$ cat config.mk
export PLATFORM = sky130hd
export DESIGN_NAME = ahb_wait_state_bridge
export DESIGN_NICKNAME = d
export VERILOG_FILES = /design/src/rtl/ahb_wait_state_bridge.sv
export SDC_FILE = /design/constraint.sdc
export NUM_CORES = 1
export LEC_CHECK = 0
export CORE_UTILIZATION = 50
export CTS_BUF_LIST = sky130_fd_sc_hd__clkbuf_4 sky130_fd_sc_hd__clkbuf_8
export DETAILED_ROUTE_END_ITERATION = 16
export PLACE_DENSITY = 0.88
export SLEW_MARGIN = 20
export SYNTH_ARGS = -nofsm -noshare
export SYNTH_HDL_FRONTEND = slang
export SYNTH_SLANG_ARGS = --single-unit
export TNS_END_PERCENT = 1
$ cat constraint.sdc
create_clock -name clock -period 2.95 [get_ports clock]
set_input_delay 0.885 -clock clock [delete_from_list [all_inputs] [get_ports clock]]
set_output_delay 0.885 -clock clock [all_outputs]
set_load 0.01 [all_outputs]
$ cat src/rtl/ahb_wait_state_bridge.sv
// Single-outstanding AHB-Lite bridge that inserts fixed or LFSR-driven wait states before forwarding each transfer.
// Upstream HREADY is low from acceptance until one cycle after the downstream data phase; every output is a flop.
module ahb_wait_state_bridge #(
  parameter int unsigned WAIT_CYCLES = 0,
  parameter bit          RANDOM_WAIT = 1'b0,
  parameter logic [15:0] LFSR_SEED   = 16'hACE1
) (
  input  logic        clock,
  input  logic        reset,
  output logic        io_in_hready,
  input  logic [1:0]  io_in_htrans,
  input  logic [2:0]  io_in_hsize,
  input  logic        io_in_hwrite,
  input  logic [30:0] io_in_haddr,
  input  logic [31:0] io_in_hwdata,
  output logic        io_in_hresp,
  output logic [31:0] io_in_hrdata,
  input  logic        io_out_hready,
  output logic [1:0]  io_out_htrans,
  output logic [2:0]  io_out_hsize,
  output logic        io_out_hwrite,
  output logic [30:0] io_out_haddr,
  output logic [31:0] io_out_hwdata,
  input  logic        io_out_hresp,
  input  logic [31:0] io_out_hrdata
);

  typedef enum logic [2:0] {IDLE, WAIT, ADDR, DATA, ERR, RESP} state_t;

  state_t      state;
  logic [15:0] lfsr;
  logic [3:0]  wcnt;
  logic        cap_wdata;
  logic [31:0] rdata_q;
  logic        resp_q;
  logic        lfsr_fb;
  logic [3:0]  wait_load;
  logic        accept;
  logic        unused_htrans0;

  assign lfsr_fb        = lfsr[15] ^ lfsr[13] ^ lfsr[12] ^ lfsr[10];
  assign wait_load      = RANDOM_WAIT ? lfsr[3:0] : 4'(WAIT_CYCLES);
  // NONSEQ and SEQ both carry a real transfer; BUSY/IDLE are dropped.
  assign accept         = io_in_htrans[1];
  assign unused_htrans0 = io_in_htrans[0];

  always_ff @(posedge clock) begin
    if (reset) begin
      state         <= IDLE;
      lfsr          <= LFSR_SEED;
      wcnt          <= 4'd0;
      cap_wdata     <= 1'b0;
      rdata_q       <= '0;
      resp_q        <= 1'b0;
      io_in_hready  <= 1'b1;
      io_in_hresp   <= 1'b0;
      io_in_hrdata  <= '0;
      io_out_htrans <= 2'b00;
      io_out_hsize  <= '0;
      io_out_hwrite <= 1'b0;
      io_out_haddr  <= '0;
      io_out_hwdata <= '0;
    end else begin
      // Write data arrives in the cycle after the address phase and is then held for the downstream data phase.
      cap_wdata <= 1'b0;
      if (cap_wdata) io_out_hwdata <= io_in_hwdata;

      case (state)
        IDLE, RESP: begin
          if (accept) begin
            io_out_hsize  <= io_in_hsize;
            io_out_hwrite <= io_in_hwrite;
            io_out_haddr  <= io_in_haddr;
            lfsr          <= {lfsr[14:0], lfsr_fb};
            wcnt          <= wait_load;
            cap_wdata     <= 1'b1;
            io_in_hready  <= 1'b0;
            io_in_hresp   <= 1'b0;
            io_in_hrdata  <= '0;
            if (wait_load != 4'd0) begin
              state <= WAIT;
            end else begin
              state         <= ADDR;
              io_out_htrans <= 2'b10;
            end
          end else begin
            state        <= IDLE;
            io_in_hready <= 1'b1;
            io_in_hresp  <= 1'b0;
            io_in_hrdata <= '0;
          end
        end

        WAIT: begin
          wcnt <= wcnt - 4'd1;
          if (wcnt <= 4'd1) begin
            state         <= ADDR;
            io_out_htrans <= 2'b10;
          end
        end

        ADDR: begin
          if (io_out_hready) begin
            state         <= DATA;
            io_out_htrans <= 2'b00;
          end
        end

        DATA: begin
          // Only the completing cycle's HRESP counts; a stalled ERROR first cycle is ignored.
          if (io_out_hready) begin
            rdata_q <= io_out_hwrite ? 32'h0 : io_out_hrdata;
            resp_q  <= io_out_hresp;
            if (io_out_hresp) begin
              state       <= ERR;
              io_in_hresp <= 1'b1;
            end else begin
              state        <= RESP;
              io_in_hready <= 1'b1;
              io_in_hresp  <= 1'b0;
              io_in_hrdata <= io_out_hwrite ? 32'h0 : io_out_hrdata;
            end
          end
        end

        ERR: begin
          state        <= RESP;
          io_in_hready <= 1'b1;
          io_in_hresp  <= resp_q;
          io_in_hrdata <= rdata_q;
        end

        default: state <= IDLE;
      endcase
    end
  end

endmodule

==> flow_metrics.py, run 1 <==
metrics = {
    "synth": {
        "avgSynthCellArea_um2": 8.82,
        "yosys_warnings": 0,
        "async_reset_ff_frac": 0,
        "synth_top_cell_area_share": 0.484,
        "synth_fp_nets": 778,
        "synth_seq_area_share": 0.484,
        "synth_seq_cells": 143,
        "post_synth_inst_count": 671,
        "synth-main-ff-cell": "dfxtp_1",
        "yosys-top-cells-area": "dfxtp_1, a21oi_1, mux2i_1, a221oi_1, nand2_1",
        "synth.cell_area_um2": 5920,
        "yosys.area.top_type": "dfxtp_1",
        "ys_types": 43,
        "synth_edf_count": 0,
    },
    "power": {
        "pwr-share-comb": 0.204,
        "leakage_nw": 2.92,
        "ir_drop_uv": 288,
        "swShare": 0.278,
        "pwr-share-seq": 0.466,
        "p_clk_frac": 0.330,
        "power_density_nw_per_um2": 553,
        "p_switching_mw": 1.29,
        "p_int_mw": 3.35,
    },
    "cts": {
        "cts-root-buf": "clkbuf_8",
        "hold_buffers": 0,
        "clock_sinks": 143,
        "cts_tree": "built",
        "clockBufferDepth": 2,
        "clkLatencyLatePin_ps": 430,
        "post_cts_buffers": 0,
        "numCtsBuffers": 17,
        "cts.repair.resized": 0,
        "clk_pin_slew_ps": 70,
        "cts_htree_levels": 4,
    },
    "critical_path": {
        "r2r-end": "io_in_hrdata[17]$_SDFFE_PP0P_",
        "cp.buffers_inverters": 1,
        "crit_family": "buffers and inverters",
        "worst_r2r_path_depth": 4,
        "crit_type": "reg -> out",
        "cpPeakStageDelay_ps": 560,
        "r2r_slack_ps": 1020,
        "regToRegStartpoint": "state[0]$_SDFFE_PP0P_",
        "cp_data_required_time_ps": 2070,
        "crit_fanout": 2,
        "crit_arrival_ps": 1370,
        "end_kind": "output port",
        "path_cells": "clkdlybuf4s50_1",
        "cp_slowest_cell": "clkdlybuf4s50_1",
        "crit_path_start_kind": "flip-flop",
    },
    "floorplanning": {
        "start_util": 0.516,
        "fp.dieH_um": 111,
        "core_area_um2": 11500,
        "design.die.area_um2": 12300,
        "rows": 39,
        "die_w_um": 111,
        "ioPinCount": 208,
    },
    "route": {
        "drt_iter0_drc": 484,
        "via_count": 5773,
        "drtPass1Iterations": 6,
        "route.final.wire_length_mm": 17.2,
        "drc": 0,
        "viasPerCell": 5.80,
        "postRouteAntennaNets": 0,
        "wire_per_inst_um": 17.3,
    },
    "timing": {
        "final_hold_viol_count": 0,
        "finalMaxSlewViolations": 0,
        "tightest_slew_ps": 974,
        "rsz0062_at_grt": "false",
        "relSlewSlack": 0.351,
        "setup_tns_ps": 0,
        "worst_slack_ps": 695,
        "period_share": 0.764,
        "fmax_mhz": 443,
        "setup_viol": 0,
        "fin_skew_ps": 11.0,
        "min_period_ps": 2260,
    },
    "grt": {
        "grt_pass1_wl_mm": 27.9,
        "grt_pass1_vias": 5679,
        "track_usage": 0.278,
        "grt_max_degree": 93,
        "grt_antenna_before_repair": 1,
        "gr-total-overflow": 0,
    },
    "finish": {
        "syn_to_final_growth_pct": 41.8,
        "multi_input_area_um2": 2750,
        "n_antenna_cell": 0,
        "stdcell_area_um2": 8390,
        "drive_gt1_frac": 0.0739,
        "final_nets": 946,
        "seqCellArea_um2": 2860,
        "fillers": 828,
    },
    "job": {
        "max_cap_violations": 0,
    },
    "placement": {
        "gp_congestion": 0.809,
        "dp_hpwl_mm": 11.0,
        "dpl-instance-area_um2": 8000,
        "post-place-ws_ps": 396,
        "port_buffers": 205,
    },
    "worst_hold_path": {
        "hold_path.class": "reg -> reg",
        "min_to": "rdata_q[28]$_SDFFE_PP0P_",
        "whs_path_depth": 2,
        "hold_start": "rdata_q[28]$_SDFFE_PP0P_",
    },
    "outcome": {
        "status": "finished clean",
    },
}
-- synth_stat cells, drive strengths merged, types with 6 or more instances --
master  instances
buf            27
a22oi          32
nand2          72
o21ai          36
nand3          36
nor2b          36
a21oi          72
mux2i          32
a221oi         33
nor2           36
inv             6
a211oi         32
dfxtp         143
clkbuf         45
-- metrics by stage --
step / hold WS [ps] / total power, mW / utilization / cells
5_1_grt: 481 / 4.84 / 0.732 / 995
3_3_place_gp: 442 / 3.11 / 0.697 / 963
2_1_floorplan: 437 / 2.66 / - / 671
3_5_place_dp: 450 / 3.14 / 0.697 / 963
6_report: 459 / 4.64 / 0.732 / 995
4_1_cts: 460 / 4.66 / 0.732 / 995
-- sequential cells by signal, summed over array words and instances, names as in the netlist, 3 cells and up --
| register | flops |
|---|---|
| io_out_haddr | 31 |
| io_out_hwdata | 32 |
| io_in_hrdata | 32 |
| rdata_q | 32 |
| wcnt | 4 |
| state | 3 |
| io_out_hsize | 3 |
-- area by class of cell --
type / count / share of cell area
inverter: 6 / 0.00268
sequential: 143 / 0.341
multi-input combinational: 450 / 0.328
clock inverter: 13 / 0.0167
clock buffer: 19 / 0.0304
timing repair buffer: 221 / 0.260
tap: 143 / 0.0213
-- cells in the final DEF (no fill, tap or decap), types with 2 or more instances in the layout --
| master | instances |
|---|---|
| a211oi_1 | 32 |
| a21oi_1 | 72 |
| a221oi_1 | 33 |
| a22oi_1 | 32 |
| a31oi_1 | 2 |
| buf_4 | 16 |
| bufinv_16 | 2 |
| clkbuf_8 | 18 |
| clkdlybuf4s50_1 | 204 |
| clkinv_2 | 3 |
| clkinv_4 | 3 |
| clkinvlp_4 | 4 |
| dfxtp_1 | 142 |
| ha_1 | 2 |
| inv_1 | 5 |
| mux2i_1 | 32 |
| nand2_1 | 72 |
| nand2b_1 | 3 |
| nand3_1 | 36 |
| nor2_1 | 36 |
| nor2b_1 | 35 |
| nor3_1 | 2 |
| o211ai_1 | 2 |
| o21ai_0 | 36 |
| or2_2 | 2 |
| or3_1 | 2 |
-- worst max-delay path by stage --
stage / start / slack, ps / cells after the start / to
2_1_floorplan: io_out_hready / 1030 / 5 / io_in_hrdata[10]$_SDFFE_PP0P_
3_3_place_gp: io_out_hready / 460 / 5 / io_in_hrdata[6]$_SDFFE_PP0P_
3_5_place_dp: io_out_hready / 400 / 5 / io_in_hrdata[30]$_SDFFE_PP0P_
4_1_cts: io_out_hwdata[10]$_SDFFE_PP0P_ / 670 / 1 / io_out_hwdata[10]
5_1_grt: io_out_hwrite$_SDFFE_PP0P_ / 640 / 1 / io_out_hwrite
6_report: io_out_hwdata[10]$_SDFFE_PP0P_ / 690 / 1 / io_out_hwdata[10]
-- worst reg2reg max path: cells and delay by family, from the launching register on --
kind                   cells  cell delay, ps
DFF                        1             710
and+or+nand+nor            1             360
buffers and inverters      1             330
AOI/OAI and AO/OA          2             430
-- power by group through the flow --
stage                     clock (mW)  combinational (mW)  sequential (mW)
final                           1.53               0.947             2.16
after global routing            1.65                1.01             2.18
after CTS                       1.55               0.944             2.16
after detailed placement           0               0.938             2.21
after global placement             0               0.911             2.20
after floorplan                    0               0.434             2.22
-- layer usage --
layer,global-route usage,share of wire,vias to the layer above
li1,-,-,2738
met1,0.350,0.42,2678
met3,0.0667,0.084,32
met5,0,0.00070,-
met4,0.0942,0.014,2
met2,0.466,0.49,323
-- logic make-up (layout without fill, tap and decap cells) --
| family | count (synthesis) | after routing | share of synthesized area |
|---|---|---|---|
| muxes | 32 | 32 | 0.0541 |
| adders and majority gates | 2 | 2 | 0.00423 |
| xor gates and xnor gates | 3 | 3 | 0.00571 |
| other | 1 | 1 | 0.000634 |
| buffers and inverters | 78 | 259 | 0.0548 |
| DFF | 143 | 143 | 0.484 |
| and+or+nand+nor | 198 | 198 | 0.162 |
| AOI/OAI and AO/OA | 214 | 214 | 0.235 |
Note: power is estimated with default switching activity, not from simulation.
==> inputs of run 2 (changes only) <==
--- a/config.mk
+++ b/config.mk
@@ -5,10 +5,10 @@
 export SDC_FILE = /design/constraint.sdc
 export NUM_CORES = 1
 export LEC_CHECK = 0
-export CORE_UTILIZATION = 50
+export CORE_UTILIZATION = 42
 export CTS_BUF_LIST = sky130_fd_sc_hd__clkbuf_4 sky130_fd_sc_hd__clkbuf_8
 export DETAILED_ROUTE_END_ITERATION = 16
-export PLACE_DENSITY = 0.88
+export PLACE_DENSITY = 0.78
 export SLEW_MARGIN = 20
 export SYNTH_ARGS = -nofsm -noshare
 export SYNTH_HDL_FRONTEND = slang
==> constraint.sdc (replaced) <==
create_clock -name clock -period 2 [get_ports clock]
set_input_delay 0.6 -clock clock [delete_from_list [all_inputs] [get_ports clock]]
set_output_delay 0.6 -clock clock [all_outputs]
set_load 0.01 [all_outputs]
==> run 2 against run 1 <==
Final area up 3.5%. Routed wire length down 4.4%. Count of clock-buffer cells in the layout up 7. Hold slack worse by 2.5 ps. Clock power up 37%. Critical path depth unchanged. Final cell count up 5.7%. Flip-flop and latch count unchanged. Largest cell class unchanged. Highest routed layer is now met4.
==> flow_metrics.py, run 2 (synthesis results as in run 1) <==
metrics = {
    "finish": {
        "utilization": 0.628,
        "final_nets": 967,
        "layout_commonest_cell": "clkdlybuf4s50_1",
        "drive_gt1_frac": 0.0963,
        "fillers": 1188,
        "layout.cells.non_filler": 1052,
        "stdcell_area_um2": 8690,
        "reg_top3": "io_in_hrdata: 32 flops, io_out_hwdata: 32 flops, rdata_q: 32 flops",
        "layout_common_cells": "clkdlybuf4s50_1, dfxtp_1, a21oi_1, nand2_1",
        "syn_to_final_growth_pct": 46.8,
        "n_antenna_cell": 0,
    },
    "grt": {
        "grt_max_degree": 63,
        "gr-total-overflow": 0,
        "grt_pass1_vias": 5168,
        "grt_antenna_before_repair": 0,
        "grt_pass1_wl_mm": 26.3,
        "track_usage": 0.228,
    },
    "critical_path": {
        "r2r-end": "io_out_htrans[1]$_SDFFE_PP0P_",
        "regToRegStartpoint": "state[0]$_SDFFE_PP0P_",
        "cp_slowest_cell": "clkdlybuf4s50_1",
        "cp-endpoint": "io_out_hwdata[0]",
        "crit_arrival_ps": 1340,
        "r2r_slack_ps": 320,
        "crit_type": "reg -> out",
        "cp.buffers_inverters": 1,
        "crit_fanout": 2,
        "path_cells": "clkdlybuf4s50_1",
        "cp.depth": 1,
        "end_kind": "output port",
        "cpPeakStageDelay_ps": 550,
        "worst_r2r_path_depth": 3,
        "cp_data_required_time_ps": 1400,
        "startpoint": "io_out_hwdata[0]$_SDFFE_PP0P_",
        "crit_path_start_kind": "flip-flop",
        "crit_family": "buffers and inverters",
    },
    "timing": {
        "fmax_mhz": 515,
        "setup_viol": 0,
        "rsz0062_at_grt": "false",
        "min_period_ps": 1940,
        "setup_tns_ps": 0,
        "relSlewSlack": 0.593,
        "hold_ws_ps": 457,
        "worst_slack_ps": 59.7,
        "final_hold_viol_count": 0,
        "finalMaxSlewViolations": 0,
        "fin_skew_ps": 10.3,
        "tightest_slew_ps": 609,
        "period_share": 0.970,
    },
    "floorplanning": {
        "core_area_um2": 13800,
        "die_w_um": 121,
        "design.die.area_um2": 14600,
        "ioPinCount": 208,
        "start_util": 0.428,
        "fp.dieH_um": 121,
        "rows": 43,
    },
    "power": {
        "leakage_nw": 3.35,
        "ir_drop_uv": 382,
        "p_clk_frac": 0.313,
        "power_density_nw_per_um2": 773,
        "pwr-share-seq": 0.471,
        "p_switching_mw": 1.82,
        "pwr-share-comb": 0.215,
        "swShare": 0.271,
        "p_int_mw": 4.89,
        "report.power.total_mw": 6.71,
    },
    "route": {
        "drc": 0,
        "route.final.wire_length_mm": 16.4,
        "viasPerCell": 5.39,
        "drtPass1Iterations": 5,
        "drt_iter0_drc": 441,
        "wire_per_inst_um": 15.6,
        "postRouteAntennaNets": 0,
        "via_count": 5668,
    },
    "placement": {
        "gp_congestion": 0.745,
        "place_inst": 1021,
        "port_buffers": 205,
        "dpl-instance-area_um2": 8280,
        "post-place-ws_ps": -83.4,
        "dp_hpwl_mm": 10.7,
    },
    "outcome": {
        "status": "finished clean",
    },
    "cts": {
        "post_cts_buffers": 0,
        "hold_buffers": 0,
        "clock_sinks": 143,
        "cts-root-buf": "clkbuf_8",
        "cts_htree_levels": 4,
        "cts.repair.resized": 2,
        "clk_pin_slew_ps": 70,
        "cts_tree": "built",
        "clkLatencyLatePin_ps": 440,
        "numCtsBuffers": 17,
        "clockBufferDepth": 2,
    },
    "job": {
        "max_cap_violations": 0,
    },
    "worst_hold_path": {
        "hold_path.class": "reg -> reg",
        "hold_start": "rdata_q[6]$_SDFFE_PP0P_",
    },
}
## run 2: cell types whose count changed in the layout (fill, tap and decap cells not counted), sizes merged, moves of 3 or more
cell	before	now
clkdlybuf4s50	204	184
buf	17	38
clkinv	6	3
dlymetal6s2s	0	19
clkbuf	19	26
## run 2: layout make-up
cell class	count	area, µm²	area share
clock inverters	5	30.0	0.00346
clock buffers	26	333	0.0383
inverters	6	22.5	0.00259
flip-flops and latches	143	2870	0.330
repair buffers	242	2460	0.283
well taps	180	225	0.0259
multi-input cells	450	2750	0.316
## run 2: power groups by stage
| stage | logic [mW] | clock network (mW) | registers [mW] |
|---|---|---|---|
| floorplan | 0.641 | 0 | 3.28 |
| global placement | 1.45 | 0 | 3.22 |
| detailed placement | 1.46 | 0 | 3.23 |
| CTS | 1.47 | 2.17 | 3.16 |
| finish | 1.45 | 2.10 | 3.16 |
| global route | 1.58 | 2.29 | 3.19 |
## run 2: per-layer routing
metal	share of wire	GRT usage	vias up
met3	0.073	0.0642	27
met1	0.44	0.302	2641
li1	-	-	2779
met5	0	0	-
met2	0.47	0.359	221
met4	0.015	0.0671	0
## run 2: worst min path at each step
stage | to | slack, ps | depth (start not counted)
after global placement | rdata_q[24]$_SDFFE_PP0P_ | 440 | 2
after detailed placement | rdata_q[6]$_SDFFE_PP0P_ | 450 | 2
after CTS | rdata_q[6]$_SDFFE_PP0P_ | 460 | 2
final | rdata_q[6]$_SDFFE_PP0P_ | 460 | 2
after global routing | rdata_q[7]$_SDFFE_PP0P_ | 470 | 2
after floorplan | resp_q$_SDFFE_PP0P_ | 440 | 2
==> inputs of run 3 (changes only) <==
--- a/config.mk
+++ b/config.mk
@@ -5,10 +5,11 @@
 export SDC_FILE = /design/constraint.sdc
 export NUM_CORES = 1
 export LEC_CHECK = 0
-export CORE_UTILIZATION = 42
+export CAP_MARGIN = 5
+export CORE_UTILIZATION = 40
 export CTS_BUF_LIST = sky130_fd_sc_hd__clkbuf_4 sky130_fd_sc_hd__clkbuf_8
 export DETAILED_ROUTE_END_ITERATION = 16
-export PLACE_DENSITY = 0.78
+export PLACE_DENSITY = 0.75
 export SLEW_MARGIN = 20
 export SYNTH_ARGS = -nofsm -noshare
 export SYNTH_HDL_FRONTEND = slang
==> run 3 against run 2 <==
Clock skew shrank 3.2 ps. Non-clock buffer count shrank 1. Fmax shrank 0.55%. Power grew 7.4%. Global-route usage shrank 0.86 points. Flip-flop and latch count is the same. Critical path type unchanged. Largest cell class unchanged. Largest power group unchanged.
==> flow_metrics.py, run 3 (synthesis results as in run 1) <==
metrics = {
    "critical_path": {
        "cp.buffers_inverters": 1,
        "crit_family": "buffers and inverters",
        "worst_r2r_path_depth": 4,
        "r2r_slack_ps": 330,
        "crit_path_start_kind": "flip-flop",
        "crit_fanout": 2,
        "regToRegStartpoint": "state[2]$_SDFFE_PP0P_",
        "cp_slowest_cell": "clkdlybuf4s50_1",
        "path_cells": "clkdlybuf4s50_1",
        "crit_type": "reg -> out",
        "cp.depth": 1,
        "r2r-end": "io_in_hrdata[7]$_SDFFE_PP0P_",
        "cp_data_required_time_ps": 1400,
        "cpPeakStageDelay_ps": 540,
        "crit_arrival_ps": 1350,
        "startpoint": "io_in_hrdata[18]$_SDFFE_PP0P_",
        "cp-endpoint": "io_in_hrdata[18]",
        "end_kind": "output port",
    },
    "route": {
        "route.final.wire_length_mm": 16.8,
        "drc": 0,
        "via_count": 5656,
        "wire_per_inst_um": 15.9,
        "drtPass1Iterations": 5,
        "drt_iter0_drc": 426,
        "viasPerCell": 5.36,
        "postRouteAntennaNets": 0,
    },
    "power": {
        "leakage_nw": 3.54,
        "pwr-share-comb": 0.204,
        "ir_drop_uv": 492,
        "p_int_mw": 5.32,
        "pwr-share-seq": 0.438,
        "swShare": 0.262,
        "report.power.total_mw": 7.21,
        "power_density_nw_per_um2": 817,
        "p_switching_mw": 1.89,
        "p_clk_frac": 0.358,
    },
    "finish": {
        "layout.cells.non_filler": 1055,
        "layout_common_cells": "clkdlybuf4s50_1, dfxtp_1, a21oi_1, nand2_1",
        "n_antenna_cell": 0,
        "final_nets": 966,
        "syn_to_final_growth_pct": 49.2,
        "multi_input_area_um2": 2760,
        "fillers": 1248,
        "layout_commonest_cell": "clkdlybuf4s50_1",
        "seqCellArea_um2": 2870,
        "reg_top3": "io_in_hrdata: 32 flops, io_out_hwdata: 32 flops, rdata_q: 32 flops",
        "drive_gt1_frac": 0.0953,
    },
    "grt": {
        "grt_pass1_vias": 5258,
        "grt_antenna_before_repair": 0,
        "grt_max_degree": 53,
        "track_usage": 0.219,
        "gr-total-overflow": 0,
        "grt_pass1_wl_mm": 26.0,
    },
    "timing": {
        "setup_tns_ps": 0,
        "fin_skew_ps": 7.12,
        "rsz0062_at_grt": "false",
        "final_hold_viol_count": 0,
        "tightest_slew_ps": 519,
        "worst_slack_ps": 49.0,
        "relSlewSlack": 0.654,
        "period_share": 0.975,
        "fmax_mhz": 513,
        "setup_viol": 0,
        "min_period_ps": 1950,
        "finalMaxSlewViolations": 0,
    },
    "floorplanning": {
        "start_util": 0.409,
        "fp.dieH_um": 124,
        "core_area_um2": 14500,
        "die_w_um": 124,
        "ioPinCount": 208,
        "design.die.area_um2": 15300,
        "rows": 44,
    },
    "cts": {
        "hold_buffers": 0,
        "cts_tree": "built",
        "clockBufferDepth": 2,
        "cts_htree_levels": 4,
        "clk_pin_slew_ps": 80,
        "cts-root-buf": "clkbuf_8",
        "numCtsBuffers": 17,
        "clock_sinks": 143,
        "clkLatencyLatePin_ps": 440,
    },
    "placement": {
        "dp_hpwl_mm": 10.8,
        "post-place-ws_ps": -77.5,
        "port_buffers": 205,
        "place_inst": 1024,
        "gp_congestion": 0.767,
    },
    "worst_hold_path": {
        "whs_path_depth": 2,
        "hold_path.class": "reg -> reg",
        "hold_start": "rdata_q[31]$_SDFFE_PP0P_",
    },
    "outcome": {
        "status": "finished clean",
    },
    "job": {
        "max_cap_violations": 0,
    },
}
run 3: cell count changes in the layout (fill, tap and decap cells not counted), sizes merged:
cell           delta
clkdlybuf4s50    -11
bufinv            +4
dlygate4sd2       +3
dlymetal6s2s      +8
clkbuf            -5
clkinv            +1
buf               -1
run 3: worst min-delay path by stage:
stage | to | slack [ps]
after floorplan | resp_q$_SDFFE_PP0P_ | 440
after global placement | rdata_q[22]$_SDFFE_PP0P_ | 440
after detailed placement | rdata_q[31]$_SDFFE_PP0P_ | 450
after CTS | rdata_q[8]$_SDFFE_PP0P_ | 460
after global routing | rdata_q[28]$_SDFFE_PP0P_ | 470
final | rdata_q[31]$_SDFFE_PP0P_ | 460
run 3: layout make-up:
type,instances,share of cell area
clock buffers,21,0.0327
clock inverters,10,0.0180
inverters,6,0.00255
multi-input cells,450,0.312
flip-flops and latches,143,0.325
well taps,184,0.0261
repair buffers,241,0.284
run 3: power by group through the flow:
stage	clock network (mW)	logic, mW	registers, mW
2_1_floorplan	0	0.641	3.28
3_3_place_gp	0	1.48	3.22
3_5_place_dp	0	1.50	3.22
4_1_cts	2.64	1.50	3.16
5_1_grt	2.78	1.60	3.18
6_report	2.58	1.47	3.16
run 3: timing repair:
item,CTS,global route
resized for setup,5,27
buffers inserted,0,0
pin swaps,0,0
setup endpoints to repair,5,27
cloned,0,0
run 3: layer usage:
layer,share of wire,wire (µm),global-route usage
met1,0.44,7330,0.282
met2,0.46,7690,0.350
met3,0.085,1430,0.0499
met4,0.020,342,0.0949
met5,0,0,0
run 3: through the flow:
stage / hold slack, ps / utilization / instance area [µm²]
floorplan: 437 / - / 5920
global placement: 442 / 0.574 / 8320
detailed placement: 447 / 0.574 / 8320
CTS: 458 / 0.605 / 8760
global route: 475 / 0.610 / 8830
finish: 458 / 0.610 / 8830
